$ cat src/rtl/ps2_rx_fifo.sv
// ps2_rx_fifo: PS/2 device-to-host receiver with a shift history of the
// last DEPTH accepted bytes. The raw kbclk and data pins are synchronised,
// and kbclk is also glitch-filtered. Each 11-bit frame (start, 8 data bits
// LSB first, odd parity, stop) is decoded and checked. Stalled frames are
// aborted by a watchdog.
//
// Optional feature macro: PS2_BREAK_FILTER_EN. When it is defined, a 0xF0
// break code is not pushed. Instead it flags the next valid byte through
// key_release.
//
// Output semantics: byte_valid, parity_err and frame_err are one-cycle
// strobes with no backpressure. data_out changes in the same cycle that
// byte_valid is high, and it is stable at all other times. key_release is
// only meaningful in the cycle that byte_valid is high.
module ps2_rx_fifo #(
  parameter int SYNC_STAGES    = 2,
  parameter int DEB_CYCLES     = 8,
  parameter int DEPTH          = 2,
  parameter int TIMEOUT_CYCLES = 50000
) (
  input  logic               clk,
  input  logic               rst_n,
  input  logic               kbclk,
  input  logic               in,
  output logic [8*DEPTH-1:0] data_out,
  output logic               byte_valid,
  output logic               parity_err,
  output logic               frame_err,
  output logic               busy,
  output logic               key_release,
  output logic [1:0]         dbg_state
);

  localparam int DW = $clog2(DEB_CYCLES + 1);
  localparam int TW = $clog2(TIMEOUT_CYCLES + 1);

  typedef enum logic [1:0] {
    IDLE   = 2'd0,
    DATA   = 2'd1,
    PARITY = 2'd2,
    STOP   = 2'd3
  } state_t;

  state_t                 state;
  logic [SYNC_STAGES-1:0] clk_sync;
  logic [SYNC_STAGES-1:0] dat_sync;
  logic                   clk_s;
  logic                   dat_s;
  logic [DW-1:0]          deb_cnt;
  logic                   filt_q;
  logic                   filt_d1;
  logic                   sample;
  logic [TW-1:0]          to_cnt;
  logic [2:0]             bit_cnt;
  logic [7:0]             shift_q;
  logic                   par_q;
  logic [8*DEPTH-1:0]     hist_next;
`ifdef PS2_BREAK_FILTER_EN
  logic                   rel_flag;
`endif

  assign clk_s     = clk_sync[SYNC_STAGES-1];
  assign dat_s     = dat_sync[SYNC_STAGES-1];
  assign sample    = filt_d1 & ~filt_q;
  assign busy      = (state != IDLE);
  assign dbg_state = state;

  // History shift: the newest byte enters at [7:0] and the oldest byte drops out.
  generate
    if (DEPTH == 1) begin : g_hist_one
      assign hist_next = shift_q;
    end else begin : g_hist_many
      assign hist_next = {data_out[8*DEPTH-9:0], shift_q};
    end
  endgenerate

  // Pin synchronisers. They reset high because the PS/2 bus idles high.
  always_ff @(posedge clk or negedge rst_n) begin
    if (!rst_n) begin
      clk_sync <= '1;
      dat_sync <= '1;
    end else begin
      clk_sync <= {clk_sync[SYNC_STAGES-2:0], kbclk};
      dat_sync <= {dat_sync[SYNC_STAGES-2:0], in};
    end
  end

  // Glitch filter: follow the synchronised kbclk only after DEB_CYCLES
  // consecutive cycles that disagree with the current filtered level.
  always_ff @(posedge clk or negedge rst_n) begin
    if (!rst_n) begin
      deb_cnt <= '0;
      filt_q  <= 1'b1;
      filt_d1 <= 1'b1;
    end else begin
      filt_d1 <= filt_q;
      if (clk_s != filt_q) begin
        if (deb_cnt == DW'(DEB_CYCLES - 1)) begin
          filt_q  <= clk_s;
          deb_cnt <= '0;
        end else begin
          deb_cnt <= deb_cnt + 1'b1;
        end
      end else begin
        deb_cnt <= '0;
      end
    end
  end

  // Watchdog: count idle cycles between sample events while a frame is open.
  always_ff @(posedge clk or negedge rst_n) begin
    if (!rst_n) begin
      to_cnt <= '0;
    end else if (sample || state == IDLE) begin
      to_cnt <= '0;
    end else begin
      to_cnt <= to_cnt + 1'b1;
    end
  end

  // Frame FSM with registered strobes. A sample event takes priority over a timeout.
  always_ff @(posedge clk or negedge rst_n) begin
    if (!rst_n) begin
      state       <= IDLE;
      bit_cnt     <= '0;
      shift_q     <= '0;
      par_q       <= 1'b0;
      data_out    <= '0;
      byte_valid  <= 1'b0;
      parity_err  <= 1'b0;
      frame_err   <= 1'b0;
`ifdef PS2_BREAK_FILTER_EN
      key_release <= 1'b0;
      rel_flag    <= 1'b0;
`endif
    end else begin
      byte_valid  <= 1'b0;
      parity_err  <= 1'b0;
      frame_err   <= 1'b0;
`ifdef PS2_BREAK_FILTER_EN
      key_release <= 1'b0;
`endif
      if (sample) begin
        case (state)
          IDLE: begin
            if (!dat_s) begin
              state   <= DATA;
              bit_cnt <= '0;
            end
          end
          DATA: begin
            shift_q <= {dat_s, shift_q[7:1]};
            bit_cnt <= bit_cnt + 1'b1;
            if (bit_cnt == 3'd7) state <= PARITY;
          end
          PARITY: begin
            par_q <= dat_s;
            state <= STOP;
          end
          STOP: begin
            state <= IDLE;
            if (!dat_s) begin
              frame_err <= 1'b1;
`ifdef PS2_BREAK_FILTER_EN
              rel_flag  <= 1'b0;
`endif
            end else if (!(^{shift_q, par_q})) begin
              parity_err <= 1'b1;
`ifdef PS2_BREAK_FILTER_EN
              rel_flag   <= 1'b0;
`endif
            end else begin
`ifdef PS2_BREAK_FILTER_EN
              if (shift_q == 8'hF0) begin
                rel_flag <= 1'b1;
              end else begin
                data_out    <= hist_next;
                byte_valid  <= 1'b1;
                key_release <= rel_flag;
                rel_flag    <= 1'b0;
              end
`else
              data_out   <= hist_next;
              byte_valid <= 1'b1;
`endif
            end
          end
          default: state <= IDLE;
        endcase
      end else if (state != IDLE && to_cnt == TW'(TIMEOUT_CYCLES - 1)) begin
        state     <= IDLE;
        frame_err <= 1'b1;
`ifdef PS2_BREAK_FILTER_EN
        rel_flag  <= 1'b0;
`endif
      end
    end
  end

`ifndef PS2_BREAK_FILTER_EN
  assign key_release = 1'b0;
`endif

endmodule

$ cat config.mk
export PLATFORM = sky130hd
export DESIGN_NAME = ps2_rx_fifo
export DESIGN_NICKNAME = d
export VERILOG_FILES = /design/src/rtl/ps2_rx_fifo.sv
export SDC_FILE = /design/constraint.sdc
export NUM_CORES = 1
export LEC_CHECK = 0
export ABC_CLOCK_PERIOD_IN_PS = 2500
export CORE_AREA = 2 2 89 91
export CTS_CLUSTER_DIAMETER = 100
export CTS_CLUSTER_SIZE = 20
export DETAILED_ROUTE_END_ITERATION = 7
export DIE_AREA = 0 0 91 93
export GPL_TIMING_DRIVEN = 0
export PLACE_DENSITY_LB_ADDON = 0.12
export SYNTH_ARGS = -nofsm -noshare
export SYNTH_HDL_FRONTEND = slang
export SYNTH_SLANG_ARGS = --single-unit
$ cat constraint.sdc
create_clock -name clk -period 2.5 [get_ports clk]
set_input_delay 0.5 -clock clk [delete_from_list [all_inputs] [get_ports clk]]
set_output_delay 0.5 -clock clk [all_outputs]
set_load 0.03 [all_outputs]
==> results.md, run 1 <==
- Primary flip-flop cell chosen by synthesis mapping: sky130_fd_sc_hd__dfrtp_1
- Async SR Flop Fraction: 1.000
- Half-perimeter wire length after detailed placement: slightly below 3000 µm
- Top library cells by usage in the layout, fill and taps aside: sky130_fd_sc_hd__dfrtp_1 (53), sky130_fd_sc_hd__mux2_2 (24), sky130_fd_sc_hd__clkdlybuf4s50_1 (24), sky130_fd_sc_hd__nor2_1 (19), sky130_fd_sc_hd__xnor2_1 (15)
- Min-delay worst type: in2async
- Instance count of the mapped netlist: between 200 and 250
- Area of the core region: ~7500 µm²
- Clock-pin transition on the worst setup and hold timing paths: about 0.07 ns
- Count of final max-slew check failures: 0
- Kind of capture point of the worst setup path: primary output
- Reported max-cap violation count: 0
- Total number of placement rows: 32
- Number of buffers on the longest clock path: 2
- Wire length on met1: 2182 µm
- Fraction of final layout cells with drive strength greater than 1: 0.2024
- Post-route cell area: 3156 µm²
- Leakage dissipation: roughly 1.4 nW
- Antenna violations before repair: 0
- Count of buffers inserted at the top-level ports: 25
- Minimum clock period: between 2 and 2.5 ns
- Die width: slightly above 90 µm
- Final count of negative-setup-slack endpoints: 0
- Startpoint types: flip-flop
- Overflow left after global routing: 0
- Total DRC errors in the routed layout: 0
- Fin. Hold Viols: 0
- Basic-gate share of the synthesized area counting and, or, nand and nor cells: 0.1193
- Fill cell total of the finished layout: 747
- Number of nets still failing antenna checks after routing: 0
- Clock skew after layout: between 0.009 and 0.01 ns
- P&R area growth vs syn: 22.84%
- Number of nets in the synthesized netlist: approximately 220
- Number of clock buffers inserted by TritonCTS: 9
- TritonCTS Sinks: 59
- Number of enable flip-flop cells after synthesis: 0
- Warning count from the yosys run: 0
- Total power divided by cell area: just under 700 nW/µm²
- PostCTS Resize Cnt: 0
- Final cell utilization of the core: 0.4192
- Root Driver: sky130_fd_sc_hd__clkbuf_8
- Post-synthesis average cell area: about 12 µm²
- Placed Cells: around 340
- Worst slew slack as a fraction of its limit: 0.6653
- Area of the multi-input gates: between 1000 and 1500 µm²
- Crit Path Class: reg2out
- Total area of sequential cells: 1484 µm²
- Seq/Total Area, Yosys: 0.5777
- Xor/xnor share of the synthesized area: 0.06819
- Number of buffers added to fix hold violations after cts: 0
- Detailed router's first-iteration violation count: 31
- Final std cells w/o fill: approximately 350
- Post-DR wirelength/cell: ~12 µm
- Fraction of the mapped netlist area in adder cells: 0.04384
- Clock tree from TritonCTS: yes
- Fmax achieved: ~430 MHz
- Synthesized area: 2569 µm²
- Initial core utilization: 0.3413
- Worst-case vdd ir drop: between 200 and 250 µV
- RSZ-0062 raised after global routing: false
- Total placed instance area: 2962 µm²
- Wire length of the first global-routing pass: approximately 7700 µm
- Pin count of the biggest net entering global routing: 39
- Required @ worst endpoint: ~2.0 ns
- Avg Vias per Cell: ~4.5
- Total length of routed met2 wires: roughly 1900 µm
- Most common library cell in the layout ignoring fill and taps: sky130_fd_sc_hd__dfrtp_1
- Overall die height: about 93 µm
- Largest fanout of any net on the critical path: 4
- Iteration count of the initial detailed-routing pass: 4
- Total chip power: approximately 2.2 mW
- Area fraction in compound gates after synthesis: 0.04822
- Via count of the first global-routing pass: 1588
- Transition time of the tightest slew-check pin: between 0.4 and 0.5 ns
- Result of the run: complete, no violations
- Total Die Area: 8463 µm²
- Multiplexer share of the synthesized area: 0.1189
- Share of the cycle needed by the critical path after routing: 0.9245
- Data arrival time of the critical path: 1.81 ns
- Combinational family with the most area after synthesis: simple AND/OR/NAND/NOR gates
- Buffers inserted by post-CTS timing repair: 0
- H-tree levels: 3
- Total wire length after detailed routing: 4350 µm
- Synthesized flop and latch total: between 50 and 60
- Top Metal Used: met4
- Global Route Usage Sum: 0.1168
- Post-synthesis cell type count: 34
- Clock latency on the worst-skew pair: 0.33 ns
- Amount of wire on met3 after detailed routing: between 150 and 200 µm
- Net count, final: between 200 and 300
- Number of I/O pins: 27
- Overall via count from detail_route: approximately 1600
- Gpl congestion: roughly 0.7
- Antenna diodes: 0
cells in the mapped netlist, types with 3 or more instances:
cell	number	area share
sky130_fd_sc_hd__dfstp_2	6	0.061
sky130_fd_sc_hd__nand2_1	12	0.018
sky130_fd_sc_hd__dfrtp_1	53	0.52
sky130_fd_sc_hd__xor2_1	5	0.017
sky130_fd_sc_hd__xnor2_1	15	0.051
sky130_fd_sc_hd__inv_1	7	0.010
sky130_fd_sc_hd__nor2_1	19	0.028
sky130_fd_sc_hd__nand3_1	8	0.016
sky130_fd_sc_hd__mux2_2	24	0.11
sky130_fd_sc_hd__or3_1	4	0.0097
sky130_fd_sc_hd__ha_1	9	0.044
sky130_fd_sc_hd__a21oi_1	5	0.0097
sky130_fd_sc_hd__and4_1	3	0.010
sky130_fd_sc_hd__o21ai_0	11	0.021
area by class of cell:
| cell class | instances | share of cell area |
|---|---|---|
| buffer | 5 | 0.009913 |
| multi-input combinational | 139 | 0.3255 |
| timing repair buffer | 26 | 0.08406 |
| inverter | 7 | 0.008327 |
| sequential | 59 | 0.4703 |
| tap | 102 | 0.04044 |
| clock inverter | 1 | 0.002379 |
| clock buffer | 15 | 0.05908 |
registers in the layout (all words and copies together), names as in the netlist, 2 cells and up:
signal / count
dbg_state: 2
bit_cnt: 3
dat_sync: 2
deb_cnt: 4
clk_sync: 2
data_out: 16
to_cnt: 16
shift_q: 8
metal layers:
metal | global-route usage | vias up
met5 | 0 | -
met4 | 0.07576 | 0
met3 | 0.02981 | 10
met2 | 0.1685 | 25
met1 | 0.1557 | 773
li1 | - | 797
through the flow:
| step | hold WS [ns] | setup slack, ns | setup TNS (ns) |
|---|---|---|---|
| 4_1_cts | 0.1424 | 0.1722 | 0 |
| 6_report | 0.1316 | 0.1888 | 0 |
| 2_1_floorplan | 0.2044 | 0.5087 | 0 |
| 3_3_place_gp | 0.3471 | -1.060 | -58.12 |
| 3_5_place_dp | 0.3468 | 0.3086 | 0 |
| 5_1_grt | 0.1582 | 0.07143 | 0 |
worst max-delay path, stage by stage, from the launching register on:
cell	delay, ns
sky130_fd_sc_hd__dfrtp_1	0.40
sky130_fd_sc_hd__inv_1	0.11
sky130_fd_sc_hd__ha_1	0.26
sky130_fd_sc_hd__inv_1	0.06
sky130_fd_sc_hd__clkdlybuf4s50_1	0.66
report_power, final:
group | internal (mW) | total, mW | switching (mW)
logic | 0.102 | 0.267 | 0.164
clock network | 0.470 | 0.832 | 0.363
registers | 1.02 | 1.06 | 0.0394
path summary, 6_finish.rpt:
check,start,slack (ns),depth (start not counted),to
worst max-delay path,dbg_state[0],0.19,4,busy
worst min-delay path,rst_n,0.13,1,deb_cnt[2]
worst max register to register,filt_d1,0.32,7,dbg_state[1]
worst min register to register,dat_sync[0],0.36,0,dat_sync[1]
max in group asynchronous,rst_n,1.73,2,dat_sync[0]
min in group clk,dat_sync[0],0.36,0,dat_sync[1]
cell families (layout without fill, tap and decap cells):
kind of cell | after synthesis | in the layout
other | 1 | 1
and+or+nand+nor | 61 | 61
buffers and inverters | 12 | 54
AOI/OAI and AO/OA | 21 | 21
DFF | 59 | 59
adders and majority gates | 9 | 9
muxes | 27 | 27
xor gates and xnor gates | 20 | 20
Note: power is estimated with default switching activity, not from simulation.
==> run 2: changes to the inputs <==
--- a/config.mk
+++ b/config.mk
@@ -13,6 +13,7 @@
 export DIE_AREA = 0 0 91 93
 export GPL_TIMING_DRIVEN = 0
 export PLACE_DENSITY_LB_ADDON = 0.12
+export REMOVE_ABC_BUFFERS = 1
 export SYNTH_ARGS = -nofsm -noshare
 export SYNTH_HDL_FRONTEND = slang
 export SYNTH_SLANG_ARGS = --single-unit
==> run 2 against run 1 <==
  * Design area up 0.32%
  * Count of clock-buffer cells in the layout down 5
  * Largest cell class unchanged
  * Die area unchanged
  * Sequential power about the same
  * Sequential share of layout area down 0.15 points
  * First-iteration DRC count rose to 3.3 times the previous value
  * Maximum frequency up 0.72%
  * Wire length about the same
  * Critical path type unchanged
  * Clock skew up 0.0014 ns
  * Combinational power down 5%
  * Critical path depth unchanged
  * Final cell count down 1.4%
==> results.md, run 2 (synthesized netlist as in run 1, its figures left out) <==
- Reported max-cap violation count: 0
- Count of buffers inserted at the top-level ports: 25
- Avg Vias per Cell: 4.553
- Largest delay share family, worst path: buffers and inverters
- Worst-case vdd ir drop: between 200 and 300 µV
- Net count, final: 255
- Fraction of final layout cells with drive strength greater than 1: 0.2024
- Detailed router's first-iteration violation count: ~100
- Pin count of the biggest net entering global routing: 34
- Met2 layer usage reported by global route: 0.1660
- Fin. Hold Viols: 0
- Final sum of negative setup slack: 0 ns
- CP Buf/Inv Count: 3
- Crit Path Class: reg2out
- Overflow left after global routing: 0
- Post-DR wirelength/cell: about 12 µm
- Worst Setup Slack post-DPL: 0.2188 ns
- Iteration count of the initial detailed-routing pass: 3
- Result of the run: complete, no violations
- Half-perimeter wire length after detailed placement: 2897 µm
- Total placed instance area: 2930 µm²
- Number of nets still failing antenna checks after routing: 0
- Slowest stage delay, CP: between 0.6 and 0.7 ns
- Kind of capture point of the worst setup path: primary output
- Initial core utilization: 0.3413
- Startpoint of the worst register-to-register path: filt_d1
- Total DRC errors in the routed layout: 0
- Registers with the most flip-flops: data_out (16), to_cnt (16), shift_q (8)
- Worst slew slack as a fraction of its limit: 0.4978
- Min-delay worst type: in2async
- Cell count of the worst reg-to-reg path: 5
- Worst Slack Setup Final: roughly 0.2 ns
- Minimum clock period: between 2 and 2.5 ns
- TritonCTS Sinks: a little under 60
- Total wire length after detailed routing: around 4300 µm
- Largest fanout of any net on the critical path: 4
- Via count of the first global-routing pass: between 1500 and 2000
- Data arrival time of the critical path: 1.79 ns
- Most common library cell in the layout ignoring fill and taps: sky130_fd_sc_hd__dfrtp_1
- Antenna violations before repair: 0
- Total number of placement rows: 32
- Root Driver: sky130_fd_sc_hd__clkbuf_8
- Cell with the largest stage delay on the worst path: sky130_fd_sc_hd__clkdlybuf4s50_1
- Total power divided by cell area: ~740 nW/µm²
- Buffers inserted by post-CTS timing repair: 0
- PostCTS Resize Cnt: 0
- Top library cells by usage in the layout, fill and taps aside: sky130_fd_sc_hd__dfrtp_1 (53), sky130_fd_sc_hd__mux2_2 (24), sky130_fd_sc_hd__clkdlybuf4s50_1 (24), sky130_fd_sc_hd__nor2_1 (19), sky130_fd_sc_hd__xnor2_1 (15)
- Die width: 91 µm
- Number of clock buffers inserted by TritonCTS: 9
- Gr busiest metal: met2
- Worst reg2reg setup slack: roughly 0.4 ns
- Fmax achieved: 435.8 MHz
- Number of buffers added to fix hold violations after cts: 0
- List of cells traversed by the critical path: inv_1 > ha_1 > inv_1 > clkdlybuf4s50_1
- Clock latency on the worst-skew pair: roughly 0.33 ns
- Required @ worst endpoint: approximately 2 ns
- Area of the core region: 7527 µm²
- Clock tree from TritonCTS: yes
- H-tree levels: 3
- Clock skew after layout: 0.01065 ns
- Routing usage on met3: 0.04996
- Final count of negative-setup-slack endpoints: 0
- Startpoint types: flip-flop
- Global Route Usage Sum: 0.1156
- Top cell by count, worst path: sky130_fd_sc_hd__inv_1
- Clock-pin transition on the worst setup and hold timing paths: around 0.070 ns
- P&R area growth vs syn: 23.23%
- Wire length of the first global-routing pass: 7714 µm
- Post-route cell area: approximately 3200 µm²
- Met1 Usage GRT: 0.1538
- Overall via count from detail_route: between 1500 and 2000
- Antenna diodes: 0
- Number of buffers on the longest clock path: 2
- Count of final max-slew check failures: 0
- Transition time of the tightest slew-check pin: 0.7532 ns
- Total Die Area: around 8500 µm²
- Gpl congestion: ~0.73
- Leakage dissipation: between 1 and 1.5 nW
- Overall die height: ~93 µm
- RSZ-0062 raised after global routing: false
- Share of the cycle needed by the critical path after routing: 0.9179
- End of the worst register-to-register path: dbg_state[1]
- Last element of the critical path: busy
- Worst Setup SP: dbg_state[0]
- Number of I/O pins: 27
- Stages on worst setup path: 4
## run 2: area by class of cell
class                           count  area [µm²]
Timing Repair Buffer               26       265.3
Clock inverter                      6       105.1
Fill cell                         742        4362
Tap cell                          102       127.6
Multi-Input combinational cell    139        1030
Inverter                            7       26.28
Sequential cell                    59        1484
Clock buffer                       10       127.6
## run 2: per-layer routing
layer / routed length (µm) / share of wire
met1: 2185 / 0.50
met2: 1914 / 0.44
met3: 207 / 0.048
met4: 42 / 0.0097
met5: 0 / 0
## run 2: worst min path at each step
stage,from,slack (ns),to
finish,rst_n,0.24,to_cnt[13]
global route,rst_n,0.29,to_cnt[11]
detailed placement,dat_sync[0],0.35,dat_sync[1]
floorplan,rst_n,0.20,bit_cnt[0]
CTS,rst_n,0.27,to_cnt[11]
global placement,dat_sync[0],0.35,dat_sync[1]
## run 2: power breakdown
| group | internal [mW] | total (mW) | switching, mW |
|---|---|---|---|
| sequential | 1.02 | 1.06 | 0.0416 |
| clock | 0.657 | 1.03 | 0.370 |
| combinational | 0.0952 | 0.254 | 0.159 |
## run 2: through the flow
stage | power [mW] | std cells | hold slack, ns | utilization
finish | 2.341 | 349 | 0.2450 | 0.4205
global route | 2.465 | 349 | 0.2885 | 0.4205
CTS | 2.383 | 349 | 0.2697 | 0.4202
detailed placement | 1.333 | 333 | 0.3481 | 0.3893
global placement | 1.329 | 332 | 0.3462 | 0.3873
floorplan | 1.236 | 205 | 0.2044 | -
==> run 3: changes to the inputs <==
--- a/config.mk
+++ b/config.mk
@@ -5,12 +5,12 @@
 export SDC_FILE = /design/constraint.sdc
 export NUM_CORES = 1
 export LEC_CHECK = 0
-export ABC_CLOCK_PERIOD_IN_PS = 2500
-export CORE_AREA = 2 2 89 91
+export ABC_CLOCK_PERIOD_IN_PS = 2200
+export CORE_AREA = 2 2 74 76
 export CTS_CLUSTER_DIAMETER = 100
 export CTS_CLUSTER_SIZE = 20
 export DETAILED_ROUTE_END_ITERATION = 7
-export DIE_AREA = 0 0 91 93
+export DIE_AREA = 0 0 76 78
 export GPL_TIMING_DRIVEN = 0
 export PLACE_DENSITY_LB_ADDON = 0.12
 export REMOVE_ABC_BUFFERS = 1
==> constraint.sdc (replaced) <==
create_clock -name clk -period 2.2 [get_ports clk]
set_input_delay 0.44 -clock clk [delete_from_list [all_inputs] [get_ports clk]]
set_output_delay 0.44 -clock clk [all_outputs]
set_load 0.03 [all_outputs]
==> run 3 against run 2 <==
  * First-iteration DRC count is 32% lower
  * Critical path depth is 1 higher
  * Core utilization is 20 points higher
  * Combinational power is 15% higher
  * Largest power group unchanged
  * Critical path type is now reg2reg
  * Worst hold slack worse by 0.13 ns
  * Sequential cell count stayed put
  * Count of clock-buffer cells in the layout is 1 higher
  * Global-route usage is 3.8 points higher
  * Highest routed layer unchanged
  * Via count is 0.94% higher
==> results.md, run 3 (synthesized netlist as in run 1, its figures left out) <==
- Cell with the largest stage delay on the worst path: sky130_fd_sc_hd__dfstp_2
- Largest fanout of any net on the critical path: 17
- Clock tree from TritonCTS: yes
- Worst Slack Setup Final: 0.1655 ns
- Number of buffers added to fix hold violations after cts: 0
- Final std cells w/o fill: roughly 320
- Minimum clock period: 2.034 ns
- Net count, final: 255
- Number of nets still failing antenna checks after routing: 0
- Fin. Hold Viols: 0
- Number of clock buffers inserted by TritonCTS: 9
- Registers with the most flip-flops: data_out (16), to_cnt (16), shift_q (8)
- Startpoint types: flip-flop
- Antenna diodes: 0
- TritonCTS Sinks: 59
- RSZ-0062 raised after global routing: false
- Overall via count from detail_route: 1604
- Avg Vias per Cell: approximately 5
- Total DRC errors in the routed layout: 0
- H-tree levels: 3
- Fmax achieved: a little under 500 MHz
- Half-perimeter wire length after detailed placement: 2693 µm
- Overflow left after global routing: 0
- Worst Setup Slack post-DPL: -0.08620 ns
- Final count of negative-setup-slack endpoints: 0
- Via count of the first global-routing pass: 1538
- Clock skew after layout: between 0.005 and 0.006 ns
- Total power divided by cell area: 856.2 nW/µm²
- Post-route cell area: around 3100 µm²
- Result of the run: complete, no violations
- Detailed router's first-iteration violation count: 69
- Global Route Usage Sum: 0.1541
- Clock-pin transition on the worst setup and hold timing paths: approximately 0.060 ns
- Most common library cell in the layout ignoring fill and taps: sky130_fd_sc_hd__dfrtp_1
- Worst slew slack as a fraction of its limit: 0.5984
- Root Driver: sky130_fd_sc_hd__clkbuf_8
- Clock latency on the worst-skew pair: about 0.33 ns
- Transition time of the tightest slew-check pin: about 0.60 ns
- List of cells traversed by the critical path: nor2b_2 > or2_4 > nand4b_1 > a21boi_0 > mux2i_1
- Number of I/O pins: 27
- Placed Cells: between 300 and 400
- Initial core utilization: 0.5094
- P&R area growth vs syn: 22.07%
- Share of the cycle needed by the critical path after routing: 0.9248
- Count of final max-slew check failures: 0
- Post-DR wirelength/cell: 12.97 µm
- Overall die height: 78 µm
- Antenna violations before repair: 0
- Crit Path Class: reg2reg
- Number of buffers on the longest clock path: 2
- Wire length of the first global-routing pass: around 7100 µm
- Kind of capture point of the worst setup path: flip-flop
- Total Die Area: ~5900 µm²
- Min-delay worst type: in2async
- CP Buf/Inv Count: 0
- Largest delay share family, worst path: simple AND/OR/NAND/NOR gates
- Required @ worst endpoint: around 2.4 ns
- Leakage dissipation: around 1.4 nW
- Count of buffers inserted at the top-level ports: 25
- Total wire length after detailed routing: between 4000 and 5000 µm
- Data arrival time of the critical path: 2.28 ns
- Die width: 76 µm
- Slowest stage delay, CP: roughly 0.5 ns
- Fraction of final layout cells with drive strength greater than 1: 0.2024
- Pin count of the biggest net entering global routing: 34
- Iteration count of the initial detailed-routing pass: 5
- Area of the core region: about 5000 µm²
- Reported max-cap violation count: 0
- Top library cells by usage in the layout, fill and taps aside: sky130_fd_sc_hd__dfrtp_1 (53), sky130_fd_sc_hd__mux2_2 (24), sky130_fd_sc_hd__clkdlybuf4s50_1 (23), sky130_fd_sc_hd__nor2_1 (19), sky130_fd_sc_hd__xnor2_1 (15)
- Gpl congestion: about 0.80
- Worst-case vdd ir drop: approximately 540 µV
- Total number of placement rows: 26
- Total placed instance area: 2890 µm²
- Total chip power: around 2.7 mW
## run 3: final timing paths
path	start	end	slack [ns]	cells past startpoint
worst min register to register	dat_sync[0]	dat_sync[1]	0.36	0
worst max register to register	filt_d1	dbg_state[0]	0.17	5
worst max-delay path	filt_d1	dbg_state[0]	0.17	5
min in group clk	dat_sync[0]	dat_sync[1]	0.36	0
max in group asynchronous	rst_n	filt_d1	1.44	2
worst min-delay path	rst_n	bit_cnt[0]	0.11	1
## run 3: cell type report
| class | instances | area (µm²) |
|---|---|---|
| clock buffers | 11 | 141.4 |
| well taps | 70 | 87.58 |
| multi-input cells | 139 | 1032 |
| flip-flops and latches | 59 | 1484 |
| fillers | 416 | 1907 |
| inverters | 7 | 26.28 |
| clock inverters | 5 | 100.1 |
| repair buffers | 26 | 264.0 |
## run 3: power by group
part	total [mW]	switching [mW]	leakage, nW	internal [mW]
Sequential	1.20	0.0473	0.801	1.16
Clock	1.19	0.410	0.123	0.780
Combinational	0.291	0.183	0.485	0.109
## run 3: timing repair
action,in CTS,in global routing
resized for setup,2,1
gates cloned,0,0
buffers inserted,0,0
endpoints found under the setup margin,3,1
## run 3: per-stage QoR
stage | util | setup TNS (ns) | hold slack [ns]
4_1_cts | 0.6213 | 0 | 0.1228
3_3_place_gp | 0.5702 | -65.09 | 0.3458
6_report | 0.6218 | 0 | 0.1123
5_1_grt | 0.6218 | 0 | 0.1658
2_1_floorplan | - | 0 | 0.1444
3_5_place_dp | 0.5732 | -0.1600 | 0.3468
## run 3: routing by layer
metal,global-route usage,vias up,share of wire
met5,0,-,0
met4,0.09818,0,0.018
met3,0.03605,8,0.043
met2,0.2357,26,0.46
met1,0.1988,783,0.48
li1,-,787,-
